<file path="config.mk">
export PLATFORM = sky130hd
export DESIGN_NAME = mul_ctrl_flat
export DESIGN_NICKNAME = d
export VERILOG_FILES = /design/src/rtl/mul_ctrl_if.sv /design/src/rtl/mul_ctrl.sv /design/src/flat_wrapper.sv
export SDC_FILE = /design/constraint.sdc
export NUM_CORES = 1
export LEC_CHECK = 0
export ABC_CLOCK_PERIOD_IN_PS = 2650
export BUFFER_PORTS_ARGS = -buffer_cell sky130_fd_sc_hd__buf_2
export CAP_MARGIN = 5
export CORE_MARGIN = 2
export CORE_UTILIZATION = 35
export CTS_BUF_LIST = sky130_fd_sc_hd__clkbuf_8
export DETAILED_ROUTE_END_ITERATION = 8
export PLACE_DENSITY = 0.62
export SYNTH_ARGS = -nofsm -noshare
export SYNTH_HDL_FRONTEND = slang
export SYNTH_SLANG_ARGS = --single-unit
</file>
<file path="constraint.sdc">
create_clock -name clk -period 2.65 [get_ports clk]
set_input_delay 0.53 -clock clk [delete_from_list [all_inputs] [get_ports clk]]
set_output_delay 0.53 -clock clk [all_outputs]
set_load 0.01 [all_outputs]
</file>
<file path="src/rtl/mul_ctrl_if.sv">
// Bundle between the execute stage, the multiply sequencing controller and the shared
// unsigned multiplier: request/response handshakes plus the multiplier start/busy pair.
interface mul_ctrl_if #(
  parameter int WIDTH = 32
);
  logic               req_valid;
  logic               req_ready;
  logic [1:0]         req_op;
  logic [WIDTH-1:0]   req_rs1;
  logic [WIDTH-1:0]   req_rs2;
  logic               resp_valid;
  logic               resp_ready;
  logic [WIDTH-1:0]   resp_data;
  logic               mul_start;
  logic [WIDTH-1:0]   mul_multiplier;
  logic [WIDTH-1:0]   mul_multiplicand;
  logic               mul_busy;
  logic [2*WIDTH-1:0] mul_product;

  // The controller side
  modport slave (
    input  req_valid, req_op, req_rs1, req_rs2, resp_ready, mul_busy, mul_product,
    output req_ready, resp_valid, resp_data, mul_start, mul_multiplier, mul_multiplicand
  );

  // The execute stage and multiplier side
  modport master (
    output req_valid, req_op, req_rs1, req_rs2, resp_ready, mul_busy, mul_product,
    input  req_ready, resp_valid, resp_data, mul_start, mul_multiplier, mul_multiplicand
  );
endinterface

</file>
<file path="src/rtl/mul_ctrl.sv">
// RV32M multiply sequencer: turns signed requests into magnitude products on the shared
// unsigned multiplier, applies sign fix-up and reuses the last magnitude product when it can.
module mul_ctrl #(
  parameter int WIDTH    = 32,
  parameter bit CACHE_EN = 1'b1
) (
  input  logic     clk,
  input  logic     rst_n,
  input  logic     flush,
  mul_ctrl_if.slave bus
);

  typedef enum logic [2:0] {IDLE, START, WAIT_HI, WAIT_LO, FIX, RESP, DRAIN} state_t;

  state_t               state;
  state_t               state_next;
  logic [1:0]           op_q;
  logic                 neg_q;
  logic [WIDTH-1:0]     mag_a_q;
  logic [WIDTH-1:0]     mag_b_q;
  logic [WIDTH-1:0]     cache_a;
  logic [WIDTH-1:0]     cache_b;
  logic [2*WIDTH-1:0]   cache_prod;
  logic                 cache_valid;
  logic [WIDTH-1:0]     resp_data_q;

  logic                 a_neg;
  logic                 b_neg;
  logic [WIDTH-1:0]     mag_a;
  logic [WIDTH-1:0]     mag_b;
  logic                 accept;
  logic                 cache_hit;
  logic                 capture;
  logic [2*WIDTH-1:0]   fixed_prod;

  // MULH/MULHSU treat A as signed, only MULH treats B as signed; MUL and MULHU are unsigned
  always_comb begin
    a_neg      = ((bus.req_op == 2'b01) || (bus.req_op == 2'b10)) && bus.req_rs1[WIDTH-1];
    b_neg      = (bus.req_op == 2'b01) && bus.req_rs2[WIDTH-1];
    mag_a      = a_neg ? ({WIDTH{1'b0}} - bus.req_rs1) : bus.req_rs1;
    mag_b      = b_neg ? ({WIDTH{1'b0}} - bus.req_rs2) : bus.req_rs2;
    accept     = bus.req_valid && (state == IDLE) && !flush;
    cache_hit  = CACHE_EN && cache_valid && (mag_a == cache_a) && (mag_b == cache_b);
    capture    = (state == WAIT_LO) && !bus.mul_busy && !flush;
    fixed_prod = neg_q ? ({(2*WIDTH){1'b0}} - cache_prod) : cache_prod;
  end

  always_comb begin
    state_next = state;
    case (state)
      IDLE:    if (accept) state_next = cache_hit ? FIX : START;
      START:   state_next = flush ? DRAIN : WAIT_HI;
      WAIT_HI: if (flush) state_next = DRAIN;
               else if (bus.mul_busy) state_next = WAIT_LO;
      WAIT_LO: if (flush) state_next = DRAIN;
               else if (!bus.mul_busy) state_next = FIX;
      FIX:     state_next = flush ? IDLE : RESP;
      RESP:    if (flush || bus.resp_ready) state_next = IDLE;
      DRAIN:   if (!bus.mul_busy) state_next = IDLE;
      default: state_next = IDLE;
    endcase
  end

  always_ff @(posedge clk or negedge rst_n) begin
    if (!rst_n) begin
      state <= IDLE;
    end else begin
      state <= state_next;
    end
  end

  // Every finished multiply refills the product register, so a miss and a hit share the FIX path
  always_ff @(posedge clk or negedge rst_n) begin
    if (!rst_n) begin
      op_q        <= 2'b00;
      neg_q       <= 1'b0;
      mag_a_q     <= '0;
      mag_b_q     <= '0;
      cache_a     <= '0;
      cache_b     <= '0;
      cache_prod  <= '0;
      cache_valid <= 1'b0;
      resp_data_q <= '0;
    end else begin
      if (accept) begin
        op_q    <= bus.req_op;
        neg_q   <= a_neg ^ b_neg;
        mag_a_q <= mag_a;
        mag_b_q <= mag_b;
      end
      if (capture) begin
        cache_prod  <= bus.mul_product;
        cache_a     <= mag_a_q;
        cache_b     <= mag_b_q;
        cache_valid <= CACHE_EN;
      end
      if (state == FIX) begin
        resp_data_q <= (op_q == 2'b00) ? fixed_prod[WIDTH-1:0] : fixed_prod[2*WIDTH-1:WIDTH];
      end
    end
  end

  assign bus.req_ready        = (state == IDLE);
  assign bus.resp_valid       = (state == RESP);
  assign bus.mul_start        = (state == START);
  assign bus.resp_data        = resp_data_q;
  assign bus.mul_multiplier   = mag_a_q;
  assign bus.mul_multiplicand = mag_b_q;

endmodule

</file>
<file path="src/flat_wrapper.sv">
// flat-port wrapper written by rule: the top's interface ports become plain ports
module mul_ctrl_flat 
#(
  parameter int WIDTH    = 32,
  parameter bit CACHE_EN = 1'b1
)
  (clk, rst_n, flush, bus_req_valid, bus_req_op, bus_req_rs1, bus_req_rs2, bus_resp_ready, bus_mul_busy, bus_mul_product, bus_req_ready, bus_resp_valid, bus_resp_data, bus_mul_start, bus_mul_multiplier, bus_mul_multiplicand);
  mul_ctrl_if #(.WIDTH(WIDTH)) bus_i ();
  input  logic clk;
  input  logic rst_n;
  input  logic flush;
  input wire logic [$bits(bus_i.req_valid)-1:0] bus_req_valid;
  input wire logic [$bits(bus_i.req_op)-1:0] bus_req_op;
  input wire logic [$bits(bus_i.req_rs1)-1:0] bus_req_rs1;
  input wire logic [$bits(bus_i.req_rs2)-1:0] bus_req_rs2;
  input wire logic [$bits(bus_i.resp_ready)-1:0] bus_resp_ready;
  input wire logic [$bits(bus_i.mul_busy)-1:0] bus_mul_busy;
  input wire logic [$bits(bus_i.mul_product)-1:0] bus_mul_product;
  output wire logic [$bits(bus_i.req_ready)-1:0] bus_req_ready;
  output wire logic [$bits(bus_i.resp_valid)-1:0] bus_resp_valid;
  output wire logic [$bits(bus_i.resp_data)-1:0] bus_resp_data;
  output wire logic [$bits(bus_i.mul_start)-1:0] bus_mul_start;
  output wire logic [$bits(bus_i.mul_multiplier)-1:0] bus_mul_multiplier;
  output wire logic [$bits(bus_i.mul_multiplicand)-1:0] bus_mul_multiplicand;
  assign bus_i.req_valid = bus_req_valid;
  assign bus_i.req_op = bus_req_op;
  assign bus_i.req_rs1 = bus_req_rs1;
  assign bus_i.req_rs2 = bus_req_rs2;
  assign bus_i.resp_ready = bus_resp_ready;
  assign bus_i.mul_busy = bus_mul_busy;
  assign bus_i.mul_product = bus_mul_product;
  assign bus_req_ready = bus_i.req_ready;
  assign bus_resp_valid = bus_i.resp_valid;
  assign bus_resp_data = bus_i.resp_data;
  assign bus_mul_start = bus_i.mul_start;
  assign bus_mul_multiplier = bus_i.mul_multiplier;
  assign bus_mul_multiplicand = bus_i.mul_multiplicand;
  mul_ctrl #(.WIDTH(WIDTH), .CACHE_EN(CACHE_EN)) u_core (.clk(clk), .rst_n(rst_n), .flush(flush), .bus(bus_i));
endmodule
</file>
==> flow_summary.json, run 1 <==
{
  "post_syn_nets": 1623,
  "failed_checks": "negative setup slack",
  "worst-setup-path-type": "reg2reg",
  "synth_cell_types": 76,
  "yosysWarnings": 0,
  "clock-sinks": 231,
  "per_cell_routed_wire_length_um": 19.6,
  "power.share.switching_pct": 40.1,
  "via_count": 13800,
  "antenna_found_initial": 1,
  "reg2reg_setup_slack_ns": -0.20,
  "nFillCells": 3713,
  "synthDominantAreaCellType": "sky130_fd_sc_hd__dfrtp_1",
  "clock_power_share_pct": 19.4,
  "cts_htree_levels": 2,
  "synth.top_cell.area_share_pct": 41.1,
  "final_min_period_over_clock_period_pct": 108,
  "io_pins": 235,
  "final.min_clock_period_ns": 2.85,
  "antenna_left": 0,
  "numPortBuffers": 234,
  "die_y_um": 204,
  "worst_reg2reg_endpoint": "u_core.bus.resp_data[14]",
  "cp-end-kind": "register",
  "placedInstanceArea_um2": 18400,
  "n_antenna_cell": 0,
  "global_route.overflow_total": 0,
  "clockBufferDepth": 3,
  "dieArea_um2": 41800,
  "timing.final.setup_violations": 21,
  "cts_buffers": 44,
  "ff2ff_path_depth": 13,
  "seq_power_share_pct": 34.1,
  "tritoncts": "done",
  "number_of_global_route_vias_before_repair": 13700,
  "power-per-cell-area_nw_per_um2": 964,
  "cts_root_buffer": "sky130_fd_sc_hd__clkbuf_8",
  "drt-pass1-iter-count": 6,
  "report.final.slew_viol_count": 0,
  "ir_worst_vdd_uv": 490,
  "hold-path-cell-count": 2,
  "final.hold.worst_slack_ns": 0.161,
  "synth.top_cells.by_area": "sky130_fd_sc_hd__dfrtp_1 41%, sky130_fd_sc_hd__mux2_2 10%, sky130_fd_sc_hd__xnor2_1 6.1%, sky130_fd_sc_hd__o21ai_0 5.2%, sky130_fd_sc_hd__nand2_1 4.4%",
  "clock_skews_ns": 0.0146,
  "maxSlewHeadroom_pct": 35.6,
  "place.gp.congestion": 0.979,
  "netlist_instances": 1483,
  "ys_ff_latch": 231,
  "drive_above_1_share_pct": 44.2,
  "fmax_mhz": 350,
  "cts.clk_slew.worst_paths_ns": 0.06,
  "outcome": "finished, violations left",
  "synth.avg_cell_area_um2": 9.48,
  "hold-path-endpoint": "u_core.cache_prod[60]",
  "synthesis.area_um2": 14100,
  "dieWidth_um": 204,
  "initial_utilization_pct": 35.4,
  "floorplan.core_area_um2": 39700,
  "core.rowCount": 73,
  "startpoint_of_the_lowest_slack_register_to_register_path": "u_core.cache_prod[38]",
  "detailed_place_hpwl_um": 39000,
  "final_area_um2": 19900,
  "combPwrFrac_pct": 46.5,
  "setup.worst_path.start_class": "register",
  "power.internal_mw": 11.5,
  "synth_enable_flop_cells": 0,
  "maxCapViolations": 0,
  "crit_path_max_fanout": 5,
  "grt_pass1_wl_um": 77200,
  "p_leak_nw": 9.19,
  "area_delta_synth_final_pct": 41.8,
  "initialDrtViolationCount": 940,
  "finalNetCount": 2157,
  "seq_area_frac_synth_pct": 41.1,
  "hold_violations": 0,
  "synth_flop_cell": "sky130_fd_sc_hd__dfrtp_1",
  "worstHoldStart": "bus_mul_product[60]",
  "final_tns_setup_ns": -2.47,
  "drt-vias-per-instance": 5.35,
  "grt_setup_unrepaired": "true",
  "grt_max_degree": 75,
  "hold_path_class": "in2reg",
  "worstMarginPinSlew_ns": 0.957,
  "totalWireLength_um": 50500,
  "remaining_drc_errors": 0,
  "critPathRequiredTime_ns": 3.12,
  "clock_latency_of_the_later_clocked_register_in_the_worst_skew_pair_ns": 0.61,
  "global_route.usage.total_pct": 23.9,
  "net-switching-power_mw": 7.70,
  "layout_setup_ws_ns": -0.205,
  "worst-endpoint-arrival_ns": 3.33,
  "postSynth.asyncResetShare_pct": 100
}
==> Yosys cell counts (10+ instances only) <==
cell type	count
sky130_fd_sc_hd__or4_1	21
sky130_fd_sc_hd__a31oi_1	27
sky130_fd_sc_hd__o31ai_1	22
sky130_fd_sc_hd__o41ai_1	12
sky130_fd_sc_hd__nand3_1	36
sky130_fd_sc_hd__nand4_1	20
sky130_fd_sc_hd__inv_1	18
sky130_fd_sc_hd__nor3_1	33
sky130_fd_sc_hd__xnor2_1	98
sky130_fd_sc_hd__o21ai_0	147
sky130_fd_sc_hd__mux2_2	128
sky130_fd_sc_hd__or3_1	16
sky130_fd_sc_hd__o211ai_1	13
sky130_fd_sc_hd__xor2_1	66
sky130_fd_sc_hd__nor4_1	28
sky130_fd_sc_hd__o21ai_1	11
sky130_fd_sc_hd__a21oi_1	46
sky130_fd_sc_hd__dfrtp_1	231
sky130_fd_sc_hd__nand2_1	165
sky130_fd_sc_hd__clkbuf_1	86
sky130_fd_sc_hd__a211oi_1	10
sky130_fd_sc_hd__nor2_1	72
==> flip-flops by register name, indices dropped and copies added (netlist names) <==
name,flops
u_core.cache_valid,1
u_core.neg_q,1
u_core.cache_a,32
u_core.state,3
u_core.bus.resp_data,32
u_core.bus.mul_multiplier,32
u_core.op_q,2
u_core.cache_prod,64
u_core.cache_b,32
u_core.bus.mul_multiplicand,32
==> critical path: stages (launching register included) <==
cell and delay (ns):
sky130_fd_sc_hd__dfrtp_1 0.39, sky130_fd_sc_hd__or4_4 0.55, sky130_fd_sc_hd__or4_4 0.48, sky130_fd_sc_hd__buf_4 0.17, sky130_fd_sc_hd__buf_6 0.10, sky130_fd_sc_hd__buf_6 0.11, sky130_fd_sc_hd__nor3_4 0.20, sky130_fd_sc_hd__buf_4 0.14
sky130_fd_sc_hd__buf_4 0.09, sky130_fd_sc_hd__nand3_1 0.06, sky130_fd_sc_hd__nand2_1 0.09, sky130_fd_sc_hd__xnor2_1 0.08, sky130_fd_sc_hd__o21ai_0 0.22, sky130_fd_sc_hd__nand2_1 0.07
==> per-stage QoR <==
step	worst slack [ns]	utilization, %	instances	power [mW]
after global placement	-0.819	46.3	2480	14.7
after CTS	-0.207	49.3	2564	19.1
after detailed placement	-0.884	46.3	2480	15.0
after floorplan	-0.343	-	1483	11.0
after global routing	-0.288	50.2	2572	20.5
final	-0.205	50.2	2572	19.2
==> repair_timing <==
item                                    in CTS  in global routing
gates resized for setup                     47                 62
hold endpoints to repair                    59                  0
hold buffers                                 1                  0
buffers inserted                             7                  8
endpoints found under the setup margin      22                 29
cloned                                       0                  0
pin swaps                                   13                 34
==> cell type report <==
class	count	area (µm²)	area share, %
Clock buffer	56	771	3.87
Clock inverter	20	155	0.778
Inverter	18	67.6	0.339
Multi-Input combinational cell	1133	8490	42.6
Sequential cell	231	5780	29.0
Tap cell	525	657	3.29
Timing Repair Buffer	589	4020	20.1
==> power by group through the flow <==
stage | clock, mW | sequential (mW) | combinational (mW)
floorplan | 0 | 6.56 | 4.46
global placement | 0 | 6.43 | 8.30
detailed placement | 0 | 6.51 | 8.45
CTS | 3.83 | 6.49 | 8.73
global route | 3.99 | 6.74 | 9.74
finish | 3.72 | 6.55 | 8.95
==> cells by family (layout without fill, tap and decap cells) <==
group | Yosys count | count (layout) | synth area share [%]
AO/OA/AOI/OAI | 358 | 358 | 16.1
XOR/XNOR | 171 | 171 | 11.3
adder cells (fa/ha/maj) | 4 | 4 | 0.356
buffers and inverters | 119 | 683 | 3.30
flip-flops | 231 | 231 | 41.1
multiplexers | 133 | 133 | 10.6
AND/OR/NAND/NOR | 467 | 467 | 17.2
==> worst max path at each step <==
stage	startpoint	endpoint	cells after the start
after global routing	u_core.cache_prod[38]	u_core.bus.resp_data[22]	9
final	u_core.cache_prod[38]	u_core.bus.resp_data[14]	13
after global placement	bus_req_rs1[0]	u_core.state[0]	11
after CTS	u_core.cache_prod[38]	u_core.bus.resp_data[22]	9
after detailed placement	bus_req_rs1[0]	u_core.state[0]	11
after floorplan	bus_req_rs1[14]	u_core.state[0]	10
==> placed cells by master, fill, tap and decap left out, types with 26 or more instances in the layout <==
| cell type | netlist | routed |
|---|---|---|
| sky130_fd_sc_hd__nand2_1 | 165 | 162 |
| sky130_fd_sc_hd__a31oi_1 | 27 | 26 |
| sky130_fd_sc_hd__xor2_1 | 66 | 63 |
| sky130_fd_sc_hd__nor3_1 | 33 | 27 |
| sky130_fd_sc_hd__buf_2 | 8 | 231 |
| sky130_fd_sc_hd__o21ai_0 | 147 | 129 |
| sky130_fd_sc_hd__nor2_1 | 72 | 69 |
| sky130_fd_sc_hd__clkbuf_8 | 0 | 56 |
| sky130_fd_sc_hd__nand3_1 | 36 | 34 |
| sky130_fd_sc_hd__buf_4 | 0 | 338 |
| sky130_fd_sc_hd__a21oi_1 | 46 | 44 |
| sky130_fd_sc_hd__xnor2_1 | 98 | 92 |
| sky130_fd_sc_hd__dfrtp_1 | 231 | 230 |
| sky130_fd_sc_hd__inv_1 | 18 | 27 |
| sky130_fd_sc_hd__mux2_2 | 128 | 128 |
==> layer usage <==
metal | vias up | wire length [µm] | track usage [%]
met3 | 113 | 2870 | 4.74
met2 | 445 | 24400 | 40.3
li1 | 6493 | - | -
met4 | 2 | 1970 | 9.96
met1 | 6717 | 21300 | 29.8
met5 | - | 9 | 0
Note: power is estimated with default switching activity, not from simulation.
==> inputs of run 2 (changes only) <==
- SETUP_SLACK_MARGIN: not set -> 0.02
- SLEW_MARGIN: not set -> 10
- TNS_END_PERCENT: not set -> 10
==> flow_summary.json, run 2 (same netlist as run 1, synthesis figures left out) <==
{
  "finalNetCount": 2147,
  "outcome": "finished, violations left",
  "antenna_found_initial": 5,
  "io_pins": 235,
  "cts_htree_levels": 2,
  "final_area_um2": 19900,
  "placedInstanceArea_um2": 18200,
  "final.hold.worst_slack_ns": 0.141,
  "worst-setup-path-type": "reg2reg",
  "max_flop_register": "u_core.cache_prod",
  "final.min_clock_period_ns": 2.91,
  "via_count": 13800,
  "place.gp.congestion": 0.956,
  "timing.final.setup_violations": 19,
  "antenna_left": 0,
  "cp-end-kind": "register",
  "layout_setup_ws_ns": -0.258,
  "hold_path_class": "in2reg",
  "nFillCells": 3705,
  "mostFrequentLayoutCell": "sky130_fd_sc_hd__buf_4",
  "critPathRequiredTime_ns": 3.15,
  "final_min_period_over_clock_period_pct": 110,
  "place_worst_setup_slack_ns": -1.10,
  "setup.worst_path.start_class": "register",
  "clock_skews_ns": 0.0207,
  "detailed_place_hpwl_um": 39200,
  "core.rowCount": 73,
  "hold_violations": 0,
  "grt_pass1_wl_um": 78700,
  "dieWidth_um": 204,
  "drt-pass1-iter-count": 5,
  "drive_above_1_share_pct": 43.8,
  "clockBufferDepth": 3,
  "worstMarginPinSlew_ns": 1.04,
  "clock_latency_of_the_later_clocked_register_in_the_worst_skew_pair_ns": 0.63,
  "place.detailed.instances": 2476,
  "routed.top_layer": "met5",
  "grt_setup_unrepaired": "true",
  "maxCapViolations": 0,
  "drt-vias-per-instance": 5.35,
  "global_route.usage.total_pct": 24.4,
  "clock-sinks": 231,
  "fin_util_pct": 50.1,
  "maxSlewHeadroom_pct": 30.0,
  "crit_path_max_fanout": 4,
  "global_route.overflow_total": 0,
  "initialDrtViolationCount": 827,
  "worst-endpoint-arrival_ns": 3.41,
  "failed_checks": "negative setup slack",
  "floorplan.core_area_um2": 39700,
  "remaining_drc_errors": 0,
  "grt_max_degree": 132,
  "number_of_global_route_vias_before_repair": 13800,
  "area_delta_synth_final_pct": 41.7,
  "numPortBuffers": 234,
  "cts.clk_slew.worst_paths_ns": 0.06,
  "commonest_cells_after_routing_fill_and_taps_aside": "328 x sky130_fd_sc_hd__buf_4, 230 x sky130_fd_sc_hd__dfrtp_1, 229 x sky130_fd_sc_hd__buf_2, 163 x sky130_fd_sc_hd__nand2_1, 133 x sky130_fd_sc_hd__o21ai_0",
  "largest_register_ffs": 64,
  "fmax_mhz": 344,
  "p_leak_nw": 9.17,
  "finish.cell_count_without_fillers": 2572,
  "die_y_um": 204,
  "route.met3.wl_um": 3430,
  "power-per-cell-area_nw_per_um2": 975,
  "dieArea_um2": 41800,
  "ir_worst_vdd_uv": 540,
  "cts_root_buffer": "sky130_fd_sc_hd__clkbuf_8",
  "initial_utilization_pct": 35.4,
  "per_cell_routed_wire_length_um": 20.0,
  "cts_buffers": 44,
  "totalWireLength_um": 51400,
  "wl_met2_um": 24700,
  "route.layer.met1.wl_um": 21500,
  "tritoncts": "done",
  "report.final.slew_viol_count": 0
}
==> run 2: cell count changes in the layout (fill, tap and decap cells not counted), sizes merged, moves of 3 or more <==
cell,change
clkinv,-3
clkbuf,+4
buf,-11
bufinv,+3
inv,+4
diode,+4
==> run 2: worst paths after layout <==
path                                           from                  endpoint  slack (ns)  depth (start not counted)
hold reg to reg            u_core.bus.resp_data[24]  u_core.bus.resp_data[24]        0.47                          2
max in group asynchronous                     rst_n     u_core.cache_prod[59]        1.37                          3
setup reg to reg              u_core.cache_prod[38]  u_core.bus.resp_data[16]       -0.26                          8
setup / recovery              u_core.cache_prod[38]  u_core.bus.resp_data[16]       -0.26                          8
hold / removal                  bus_mul_product[58]     u_core.cache_prod[58]        0.14                          2
min in group asynchronous                     rst_n      u_core.cache_prod[7]        0.42                          2
==> run 2: power breakdown <==
| group | switching, mW | total, mW | internal, mW | leakage [nW] |
|---|---|---|---|---|
| registers | 1.41 | 6.49 | 5.08 | 2.96 |
| clock network | 1.69 | 4.20 | 2.51 | 0.591 |
| logic | 4.52 | 8.74 | 4.21 | 5.62 |
| total | 7.62 | 19.4 | 11.8 | 9.17 |
==> run 2: stage by stage <==
stage / TNS (ns) / power (mW)
2_1_floorplan: -2.66 / 10.9
3_3_place_gp: -8.45 / 14.6
3_5_place_dp: -9.92 / 14.8
4_1_cts: -2.02 / 19.3
5_1_grt: -4.12 / 20.7
6_report: -1.86 / 19.4
==> run 2: repair_timing <==
item,4_1_cts,5_1_grt
resized for setup,33,101
pin swaps,4,36
setup buffers,1,8
endpoints found under the setup margin,26,32
hold buffers,1,0
gates cloned,0,1
hold endpoints to repair,53,0
==> run 2: metal layers <==
layer	global-route usage, %	vias to the layer above
met5	0	-
met4	8.80	2
met3	4.02	106
met2	41.2	487
met1	31.4	6684
li1	-	6481
==> run 2: area by class of cell <==
class | instances | area, µm² | area share [%]
multi-input combinational | 1134 | 8450 | 42.4
sequential | 231 | 5780 | 29.0
timing repair buffer | 578 | 3890 | 19.5
clock buffer | 60 | 826 | 4.14
tap | 525 | 657 | 3.30
clock inverter | 22 | 234 | 1.17
inverter | 18 | 72.6 | 0.364
antenna | 4 | 10.0 | 0.0502
==> run 2: worst max-delay path: stages, from the launching register on <==
cell,delay (ns)
sky130_fd_sc_hd__dfrtp_1,0.39
sky130_fd_sc_hd__or4_4,0.56
sky130_fd_sc_hd__or4_4,0.46
sky130_fd_sc_hd__buf_6,0.14
sky130_fd_sc_hd__or4_4,0.41
sky130_fd_sc_hd__or3_4,0.40
sky130_fd_sc_hd__o31ai_4,0.18
sky130_fd_sc_hd__xor2_1,0.18
sky130_fd_sc_hd__o21ai_1,0.07
